[config.mk]
export PLATFORM = sky130hd
export DESIGN_NAME = antares_clz_unit_flat
export DESIGN_NICKNAME = d
export VERILOG_FILES = /design/src/rtl/antares_clz_unit_if.sv /design/src/rtl/antares_clz_unit.sv /design/src/flat_wrapper.sv
export SDC_FILE = /design/constraint.sdc
export NUM_CORES = 1
export LEC_CHECK = 0
export ABC_AREA = 1
export ABC_CLOCK_PERIOD_IN_PS = 4900
export CORE_AREA = 3 3 112 114
export CTS_BUF_LIST = sky130_fd_sc_hd__clkbuf_8
export DETAILED_ROUTE_END_ITERATION = 16
export DIE_AREA = 0 0 115 117
export PLACE_DENSITY = 0.7
export RECOVER_POWER = 25
export SLEW_MARGIN = 20
export SYNTH_ARGS = -nofsm -noshare
export SYNTH_HDL_FRONTEND = slang
export SYNTH_SLANG_ARGS = --single-unit
[constraint.sdc]
create_clock -name clk -period 4.9 [get_ports clk]
set_clock_uncertainty 0.2 [all_clocks]
set_input_delay 0.98 -clock clk [delete_from_list [all_inputs] [get_ports clk]]
set_output_delay 0.98 -clock clk [all_outputs]
set_load 0.1 [all_outputs]
[src/rtl/antares_clz_unit_if.sv]
// Request/response bundle between the ALU control and antares_clz_unit.
// The ALU control (master) drives the operand and handshake requests.
// The counter (slave) returns busy/ready status plus the count and the normalized operand.
interface antares_clz_unit_if;
    logic [31:0] clz_operand;
    logic        clz_op;
    logic        clz_start;
    logic        clz_abort;
    logic        clz_busy;
    logic        clz_ready;
    logic [31:0] clz_result;
    logic [31:0] clz_normalized;

    modport master (
        output clz_operand, clz_op, clz_start, clz_abort,
        input  clz_busy, clz_ready, clz_result, clz_normalized
    );

    modport slave (
        input  clz_operand, clz_op, clz_start, clz_abort,
        output clz_busy, clz_ready, clz_result, clz_normalized
    );
endinterface

[src/rtl/antares_clz_unit.sv]
// antares_clz_unit: iterative CLZ/CLO for MIPS32.
//
// CLO is folded into CLZ by inverting the operand on entry. The leading-zero
// count is then found by a 5-step binary search (16/8/4/2/1 bits, one step per
// cycle). An all-zero work word skips the search and completes in one cycle.
//
// Optional feature, macro ANTARES_CLZ_NORMALIZE_EN:
//   defined   - clz_normalized = original operand << count (0 when count = 32)
//   undefined - clz_normalized tied to 32'h0, and the operand copy is not built
module antares_clz_unit (
    input  logic                clk,
    input  logic                rst,
    antares_clz_unit_if.slave   clz_if
);

    typedef enum logic [1:0] {
        ST_IDLE = 2'd0,
        ST_SCAN = 2'd1,
        ST_DONE = 2'd2
    } clz_state_t;

    clz_state_t  state_r;
    clz_state_t  state_s;

    logic [2:0]  step_r;
    logic [31:0] work_r;
    logic [5:0]  count_r;
    logic [5:0]  result_r;
    logic        busy_r;
    logic        ready_r;

    logic [31:0] start_work_s;
    logic [5:0]  width_s;
    logic        field_zero_s;
    logic [31:0] step_work_s;
    logic [5:0]  step_count_s;
    logic        accept_s;
    logic        load_result_s;
    logic [5:0]  done_count_s;

    // Inverting for CLO lets the search below always look for leading zeros.
    assign start_work_s = clz_if.clz_operand ^ {32{clz_if.clz_op}};

    // Current search window width and whether the top of work is all zeros in it.
    always_comb begin
        width_s      = 6'd0;
        field_zero_s = 1'b0;
        case (step_r)
            3'd0: begin width_s = 6'd16; field_zero_s = (work_r[31:16] == 16'h0000); end
            3'd1: begin width_s = 6'd8;  field_zero_s = (work_r[31:24] == 8'h00);    end
            3'd2: begin width_s = 6'd4;  field_zero_s = (work_r[31:28] == 4'h0);     end
            3'd3: begin width_s = 6'd2;  field_zero_s = (work_r[31:30] == 2'b00);    end
            3'd4: begin width_s = 6'd1;  field_zero_s = (work_r[31] == 1'b0);        end
            default: begin width_s = 6'd0; field_zero_s = 1'b0; end
        endcase
    end

    // One binary-search step: consume the window when it holds only zeros.
    always_comb begin
        step_work_s  = work_r;
        step_count_s = count_r;
        if (field_zero_s) begin
            step_work_s  = work_r << width_s;
            step_count_s = count_r + width_s;
        end else begin
            step_work_s  = work_r;
            step_count_s = count_r;
        end
    end

    // Next-state logic plus the accept / result-load strobes.
    always_comb begin
        state_s       = state_r;
        accept_s      = 1'b0;
        load_result_s = 1'b0;
        done_count_s  = step_count_s;
        case (state_r)
            ST_IDLE: begin
                if (clz_if.clz_start && !clz_if.clz_abort) begin
                    accept_s = 1'b1;
                    if (start_work_s == 32'h0000_0000) begin
                        state_s       = ST_DONE;
                        load_result_s = 1'b1;
                        done_count_s  = 6'd32;
                    end else begin
                        state_s = ST_SCAN;
                    end
                end else begin
                    state_s = ST_IDLE;
                end
            end
            ST_SCAN: begin
                if (clz_if.clz_abort) begin
                    state_s = ST_IDLE;
                end else if (step_r == 3'd4) begin
                    state_s       = ST_DONE;
                    load_result_s = 1'b1;
                end else begin
                    state_s = ST_SCAN;
                end
            end
            ST_DONE: begin
                state_s = ST_IDLE;
            end
            default: begin
                state_s = ST_IDLE;
            end
        endcase
    end

    // State register.
    always_ff @(posedge clk) begin
        if (!rst) begin
            state_r <= ST_IDLE;
        end else begin
            state_r <= state_s;
        end
    end

    // Registered handshake outputs, aligned with the state they describe.
    always_ff @(posedge clk) begin
        if (!rst) begin
            busy_r  <= 1'b0;
            ready_r <= 1'b0;
        end else begin
            busy_r  <= (state_s != ST_IDLE);
            ready_r <= (state_s == ST_DONE);
        end
    end

    // Search datapath: work word, running count, step index and held result.
    always_ff @(posedge clk) begin
        if (!rst) begin
            work_r   <= 32'h0000_0000;
            count_r  <= 6'd0;
            step_r   <= 3'd0;
            result_r <= 6'd0;
        end else begin
            if (accept_s) begin
                work_r  <= start_work_s;
                count_r <= (start_work_s == 32'h0000_0000) ? 6'd32 : 6'd0;
                step_r  <= 3'd0;
            end else if ((state_r == ST_SCAN) && !clz_if.clz_abort) begin
                work_r  <= step_work_s;
                count_r <= step_count_s;
                step_r  <= step_r + 3'd1;
            end else begin
                work_r  <= work_r;
                count_r <= count_r;
                step_r  <= step_r;
            end
            if (load_result_s) begin
                result_r <= done_count_s;
            end else begin
                result_r <= result_r;
            end
        end
    end

`ifdef ANTARES_CLZ_NORMALIZE_EN
    logic [31:0] operand_r;
    logic [31:0] norm_r;

    // Keep the untouched operand and produce its normalized form on completion.
    always_ff @(posedge clk) begin
        if (!rst) begin
            operand_r <= 32'h0000_0000;
            norm_r    <= 32'h0000_0000;
        end else begin
            if (accept_s) begin
                operand_r <= clz_if.clz_operand;
            end else begin
                operand_r <= operand_r;
            end
            if (load_result_s) begin
                norm_r <= (done_count_s == 6'd32) ? 32'h0000_0000 : (operand_r << done_count_s);
            end else begin
                norm_r <= norm_r;
            end
        end
    end

    assign clz_if.clz_normalized = norm_r;
`else
    assign clz_if.clz_normalized = 32'h0000_0000;
`endif

    assign clz_if.clz_busy   = busy_r;
    assign clz_if.clz_ready  = ready_r;
    assign clz_if.clz_result = {26'd0, result_r};

endmodule

[src/flat_wrapper.sv]
// flat-port wrapper written by rule: the top's interface ports become plain ports
module antares_clz_unit_flat 
  (clk, rst, clz_if_clz_operand, clz_if_clz_op, clz_if_clz_start, clz_if_clz_abort, clz_if_clz_busy, clz_if_clz_ready, clz_if_clz_result, clz_if_clz_normalized);
  antares_clz_unit_if clz_if_i ();
  input  logic clk;
  input  logic rst;
  input wire logic [$bits(clz_if_i.clz_operand)-1:0] clz_if_clz_operand;
  input wire logic [$bits(clz_if_i.clz_op)-1:0] clz_if_clz_op;
  input wire logic [$bits(clz_if_i.clz_start)-1:0] clz_if_clz_start;
  input wire logic [$bits(clz_if_i.clz_abort)-1:0] clz_if_clz_abort;
  output wire logic [$bits(clz_if_i.clz_busy)-1:0] clz_if_clz_busy;
  output wire logic [$bits(clz_if_i.clz_ready)-1:0] clz_if_clz_ready;
  output wire logic [$bits(clz_if_i.clz_result)-1:0] clz_if_clz_result;
  output wire logic [$bits(clz_if_i.clz_normalized)-1:0] clz_if_clz_normalized;
  assign clz_if_i.clz_operand = clz_if_clz_operand;
  assign clz_if_i.clz_op = clz_if_clz_op;
  assign clz_if_i.clz_start = clz_if_clz_start;
  assign clz_if_i.clz_abort = clz_if_clz_abort;
  assign clz_if_clz_busy = clz_if_i.clz_busy;
  assign clz_if_clz_ready = clz_if_i.clz_ready;
  assign clz_if_clz_result = clz_if_i.clz_result;
  assign clz_if_clz_normalized = clz_if_i.clz_normalized;
  antares_clz_unit u_core (.clk(clk), .rst(rst), .clz_if(clz_if_i));
endmodule
==> summary.txt, run 1 <==
Status
  – Outcome: complete, no violations

Synth
  – Synth area leader: dfxtp_1
  – Warnings from Yosys: 0
  – Mapped Area: about 0.0052 mm²
  – Register area share after synthesis: roughly a fifth
  – Largest cells by area after synthesis: dfxtp_1, nand2_1, nand3_1, buf_4, nor2_1
  – Yosys reg bits: 51
  – Gate Count Post-Synth: 885
  – Post-synth cell types: 34
  – Synthesized area per cell: 5.900 µm²
  – Share of the synthesized area in the top cell type: about a fifth

Layout
  – FILL cells: ~1200
  – Layout cells sized above 1: 5.222%
  – # nets final: approximately 950
  – Sequential cell area: just over 0.001 mm²
  – Layout area overhead: 5.919%
  – Multi-input gate area: around 0.0035 mm²
  – Final instance count without filler cells: between 1000 and 1500
  – Antenna diodes: 0

GRT
  – Largest net degree at the start of global routing: 36
  – Busiest grt layer: met2
  – GRT Overall Usage: roughly a quarter
  – GR Overflow Total: 0
  – First-pass GRT wire length: about 26000 µm
  – Antenna violations before repair: 0
  – Grt met1 use: a little over a third
  – GR Util met2: a little over a third
  – Vias in the first global route: 5109
  – Met3 Use GR: 2.879%

Place
  – Port Buf Inserts: 44
  – Hpwl dp: around 12000 µm
  – GP Congestion: around 0.96
  – Placed insts: slightly above 1000

CTS
  – Num CTS Buffers: 5
  – Clock Sinks: slightly above 50
  – Post-cts resize count: 0
  – Clock transition at path regs: approximately 0.11 ns
  – Hold_buf cts: 0
  – CTS tree: built
  – CTS HTree Levels: 2
  – Clk Latency, worst-skew pair: approximately 0.32 ns
  – Post-CTS setup buffers: 0
  – Clk root buf: clkbuf_8
  – CTS Buffer Depth: 2

Min path
  – Hold Crit Class: reg -> reg
  – Hold Path Origin: u_core.result_r[2]$_SDFFE_PN0P_

Power
  – Leak: roughly 0.0025 µW
  – Overall power: between 1000 and 1500 µW
  – Peak supply drop: 0.1809 mV
  – Pwr Density: 269.0 mW/mm²

Setup path
  – WP data arrival: about 4.0 ns
  – Critical Path Fanout Max: 33
  – WP data required: slightly below 5 ns
  – Worst setup EP type: register
  – CP startpoint: clz_if_clz_abort
  – Reg2reg start: u_core.step_r[0]$_SDFFE_PP0P_
  – CP Launch Type: input port
  – Crit Path Class: in -> reg

Drt
  – Drt first pass iters: 8
  – Drt via density: 5.402
  – DRT iter0 DRCs: 770
  – WL/cell: about 15 µm
  – Drt total wl: 15940 µm
  – DRC Markers: 0
  – Via count: approximately 5600
  – Routed Antenna Nets: 0

Floorplan
  – Die Width: between 100 and 150 µm
  – Die area: 0.01346 mm²
  – Core area: roughly 0.012 mm²
  – Die outline height: 117 µm
  – I/O pin count: between 100 and 150
  – Site Rows: 39
  – Initial Util: 45.34%

STA
  – Slew headroom: approximately a quarter
  – Peak Freq: roughly 250 MHz
  – Fin Setup TNS: 0 ns
  – Tcrit/Tclk final: between 80% and 90%
  – Worst Tran Pin Value: 1.102 ns
  – Final Hold Vio Count: 0
  – RSZ-0062 raised after global routing: no
  – Final setup fails: 0
  – Max Slew Vio Count: 0
  – Fin crit period: around 4 ns

Run
  – Maximum capacitance violations: 0
## placed cells by master, fill, tap and decap left out, drive strengths merged
master and n:
fa 1, xnor2 28, dlygate4sd3 8, o21ai 43, nor2 93, nand3 179, clkdlybuf4s50 36, inv 49
ha 11, and2 1, buf 12, clkinv 3, xor2 1, o22ai 5, nand4 14, clkbuf 5
conb 58, o211ai 11, dfxtp 51, nand2 251, a21oi 29, nor3 6, or2 5
## final cells by class
type | count | share of cell area [%]
sequential | 51 | 18.46
clock buffer | 5 | 1.244
multi-input combinational | 736 | 63.57
clock inverter | 3 | 0.5204
inverter | 49 | 3.371
tap | 143 | 3.235
timing repair buffer | 56 | 9.593
## state kept, by name (all words and copies together), names as in the netlist
signal,flops
u_core.clz_if.clz_ready,1
u_core.result_r,6
u_core.clz_if.clz_busy,1
u_core.step_r,3
u_core.count_r,6
u_core.work_r,32
u_core.state_r,2
## critical path, stage by stage
cell and delay, ns:
clkdlybuf4s50_1 0.45, inv_1 0.07, nand3_1 0.76, inv_2 0.46, nor2_2 0.14, inv_2 0.23, nand2_4 0.19, inv_2 0.47
nand2_1 0.11, nor2_1 0.10, nor2_1 0.04
## metrics by stage
| step | hold WS [ns] | setup slack [ns] | area [µm²] | util [%] |
|---|---|---|---|---|
| 5_1_grt | 0.3132 | 0.5957 | 5530 | 48.02 |
| 3_5_place_dp | 0.2731 | 0.9977 | 5438 | 47.22 |
| 4_1_cts | 0.2892 | 1.331 | 5535 | 48.07 |
| 2_1_floorplan | 0.2567 | 2.448 | 5435 | - |
| 6_report | 0.2813 | 0.9003 | 5530 | 48.02 |
| 3_3_place_gp | 0.2675 | 1.068 | 5438 | 47.22 |
## power by group
group,internal [µW],leakage (µW),switching [µW]
Clock,106,0.0000502,167
Combinational,178,0.00208,549
Sequential,453,0.000414,35.7
## logic make-up after synthesis
logic type / share of synthesized area [%]
simple gates: 45.87
other cells: 0.07182
compound gates: 9.514
buf+inv: 17.11
xor+xnor: 4.865
fa+ha+maj: 3.019
flops: 19.55
## path summary, 6_finish.rpt
kind	endpoint	slack, ns	cells after the start
worst max-delay path	u_core.work_r[26]$_SDFFE_PN0P_	0.90	11
worst min-delay path	u_core.result_r[2]$_SDFFE_PN0P_	0.28	2
worst max register to register	u_core.work_r[12]$_SDFFE_PN0P_	1.54	12
worst min register to register	u_core.result_r[2]$_SDFFE_PN0P_	0.28	2
## per-layer routing
metal	part of all wire [%]	wire length, µm
met4	2.6	413
met3	9.4	1494
met1	45	7193
met2	43	6834
met5	0	0
## Yosys cell counts
cell type    n
buf_2       16
ha_1        11
o21ai_0     24
buf_4       65
a21oi_1     26
nand2_1    246
clkbuf_1    18
buf_6        6
nand2_4      3
nand3_1    176
and2_1       1
conb_1       1
nor2_2       4
inv_4        1
o22ai_1      5
o21ai_2      1
nor2_1      89
nand4_1     14
fa_1         1
inv_2        6
xor2_1       1
clkinv_1     1
or2_2        5
a21oi_2      2
o211ai_1    11
nand3_2      3
inv_1       41
o21ai_1     18
nand2_2      2
buf_1        1
xnor2_1     28
dfxtp_1     51
a21oi_4      1
nor3_1       6
No activity file was read; power rests on OpenSTA's default activity.
==> run 2, diff against run 1 <==
--- a/config.mk
+++ b/config.mk
@@ -6,12 +6,12 @@
 export NUM_CORES = 1
 export LEC_CHECK = 0
 export ABC_AREA = 1
-export ABC_CLOCK_PERIOD_IN_PS = 4900
+export ABC_CLOCK_PERIOD_IN_PS = 3550
 export CORE_AREA = 3 3 112 114
 export CTS_BUF_LIST = sky130_fd_sc_hd__clkbuf_8
 export DETAILED_ROUTE_END_ITERATION = 16
 export DIE_AREA = 0 0 115 117
-export PLACE_DENSITY = 0.7
+export PLACE_DENSITY = 0.73
 export RECOVER_POWER = 25
 export SLEW_MARGIN = 20
 export SYNTH_ARGS = -nofsm -noshare
==> constraint.sdc (replaced) <==
create_clock -name clk -period 3.55 [get_ports clk]
set_clock_uncertainty 0.2 [all_clocks]
set_input_delay 0.71 -clock clk [delete_from_list [all_inputs] [get_ports clk]]
set_output_delay 0.71 -clock clk [all_outputs]
set_load 0.1 [all_outputs]
==> summary.txt, run 2 (synthesis results as in run 1) <==
Layout
  – Biggest regs: u_core.work_r (32), u_core.count_r (6), u_core.result_r (6)
  – # nets final: 951 (+0.32%)
  – Final core occ: 47.95% (-0.076 points)
  – Final instance count without filler cells: 1046 (+0.29%)
  – Antenna diodes: 0 (unchanged)
  – Layout area overhead: 5.751%
  – Most frequent cells in the layout: nand2_1, nand3_1, nor2_1
  – Most common cell after layout, fill and taps aside: nand2_1
  – Largest register FFs: 32 (unchanged)
  – Largest Register: u_core.work_r
  – Layout cells sized above 1: 5.316% (+0.093 points)

STA
  – Final setup fails: 0 (unchanged)
  – Fin Setup TNS: 0 ns (unchanged)
  – Final Hold Vio Count: 0 (unchanged)
  – Tcrit/Tclk final: between 80% and 90%
  – Worst Tran Pin Value: 1.178 ns (+0.07526 ns)
  – Peak Freq: around 340 MHz
  – Max Slew Vio Count: 0 (unchanged)
  – Slew headroom: 21.83% (-4.5 points)
  – Fin crit period: 2.908 ns
  – RSZ-0062 raised after global routing: no

Power
  – Clk network pwr share: 20.9% (+2.6 points)
  – Sw power: 1013 µW (+35%)
  – Switching Fraction: 47.90% (-2.6 points)
  – Leak: 0.002523 µW (-0.99%)
  – Internal power contribution: 1102 µW (+50%)
  – Power share of the combinational group: 46.8% (-2.0 points)
  – Sequential power share: 32.2% (-0.6 points)
  – Pwr Density: 383.1 mW/mm² (+42%)
  – Peak supply drop: 0.2019 mV (+12%)

CTS
  – Clock transition at path regs: 0.10 ns (about the same)
  – Hold_buf cts: 0 (unchanged)
  – CTS tree: built
  – Clk Latency, worst-skew pair: 0.32 ns (about the same)
  – Post-cts resize count: 0 (unchanged)
  – CTS Buffer Depth: 2 (unchanged)
  – Num CTS Buffers: 5 (unchanged)
  – Clk root buf: clkbuf_8
  – Post-CTS setup buffers: 0 (unchanged)
  – Clock Sinks: 51 (unchanged)
  – CTS HTree Levels: 2 (unchanged)

Drt
  – Drt total wl: 15250 µm (-4.3%)
  – DRC Markers: 0 (unchanged)
  – Routed Antenna Nets: 0 (unchanged)
  – Drt via density: 5.352 (-0.92%)
  – DRT iter0 DRCs: 696 (-9.6%)
  – WL/cell: 14.58 µm (-4.6%)
  – Drt first pass iters: 6 (-2)
  – Via count: 5598 (-0.64%)

GRT
  – Vias in the first global route: 4769 (-6.7%)
  – Largest net degree at the start of global routing: 35 (-2.8%)
  – GRT Overall Usage: 22.43% (-1.6 points)
  – GR Overflow Total: 0 (unchanged)
  – First-pass GRT wire length: 24080 µm (-7.3%)
  – Antenna violations before repair: 0 (unchanged)

Floorplan
  – Die outline height: 117 µm (unchanged)
  – Initial Util: 45.34% (unchanged)
  – Site Rows: 39 (unchanged)
  – Core area: 0.01152 mm² (unchanged)
  – Die area: 0.01346 mm² (unchanged)
  – I/O pin count: 103 (unchanged)
  – Die Width: 115 µm (unchanged)

Place
  – Placed insts: 1038 (+0.29%)
  – Hpwl dp: 11910 µm (-1.3%)
  – GP Congestion: 0.9420 (-1.9%)
  – Port Buf Inserts: 44 (unchanged)

Min path
  – Hold Crit Class: reg -> reg

Status
  – Outcome: complete, no violations

Setup path
  – Crit Path Class: in -> reg
  – CP Launch Type: input port
  – Critical Path Fanout Max: 30 (-9.1%)
  – WP data required: 3.56 ns (-1.36 ns)
  – WP data arrival: 2.92 ns (-1.10 ns)
  – Worst setup EP type: register

Run
  – Maximum capacitance violations: 0 (unchanged)
[run 2: layer usage]
layer	GRT usage (%)	wire, µm	share of wire (%)
met1	32.02	6945	46
met2	34.84	6546	43
met3	2.776	1268	8.3
met4	7.981	492	3.2
met5	0	0	0
[run 2: power by group through the flow]
stage	registers (µW)	clock network, µW	logic (µW)
3_5_place_dp	692	0	975
4_1_cts	679	449	979
5_1_grt	687	468	1070
3_3_place_gp	694	0	973
6_report	681	443	991
2_1_floorplan	672	0	849
[run 2: worst paths after layout]
kind	from	end	slack (ns)	depth (start not counted)
setup / recovery	clz_if_clz_abort	u_core.work_r[21]$_SDFFE_PN0P_	0.64	10
hold / removal	u_core.result_r[2]$_SDFFE_PN0P_	u_core.result_r[2]$_SDFFE_PN0P_	0.29	2
setup reg to reg	u_core.step_r[0]$_SDFFE_PP0P_	u_core.work_r[21]$_SDFFE_PN0P_	0.74	10
hold reg to reg	u_core.result_r[2]$_SDFFE_PN0P_	u_core.result_r[2]$_SDFFE_PN0P_	0.29	2
[run 2: worst max-delay path: stages]
cell and delay, ns:
clkdlybuf4s50_1 0.47, nor2_1 0.05, nand2_1 0.15, inv_2 0.11
nor2_1 0.41, inv_2 0.23, nand2_4 0.24, inv_2 0.25
o21ai_1 0.22, nor2_1 0.06
[run 2: layout make-up]
type / count / area (µm²)
clock buffer: 6 / 82.58
clock inverter: 2 / 38.79
fill: 1244 / 5995
inverter: 49 / 186.4
multi-input combinational: 736 / 3518
sequential: 51 / 1021
tap: 143 / 178.9
timing repair buffer: 59 / 495.5
[run 2: metrics by stage]
step / instance area (µm²) / setup slack [ns] / hold slack (ns) / power [µW]
3_5_place_dp: 5440 / 0.4698 / 0.2793 / 1667
6_report: 5522 / 0.6423 / 0.2865 / 2115
5_1_grt: 5522 / 0.3758 / 0.3139 / 2229
3_3_place_gp: 5440 / 0.5047 / 0.2715 / 1666
2_1_floorplan: 5435 / 1.114 / 0.2567 / 1522
4_1_cts: 5562 / 0.7427 / 0.2927 / 2107
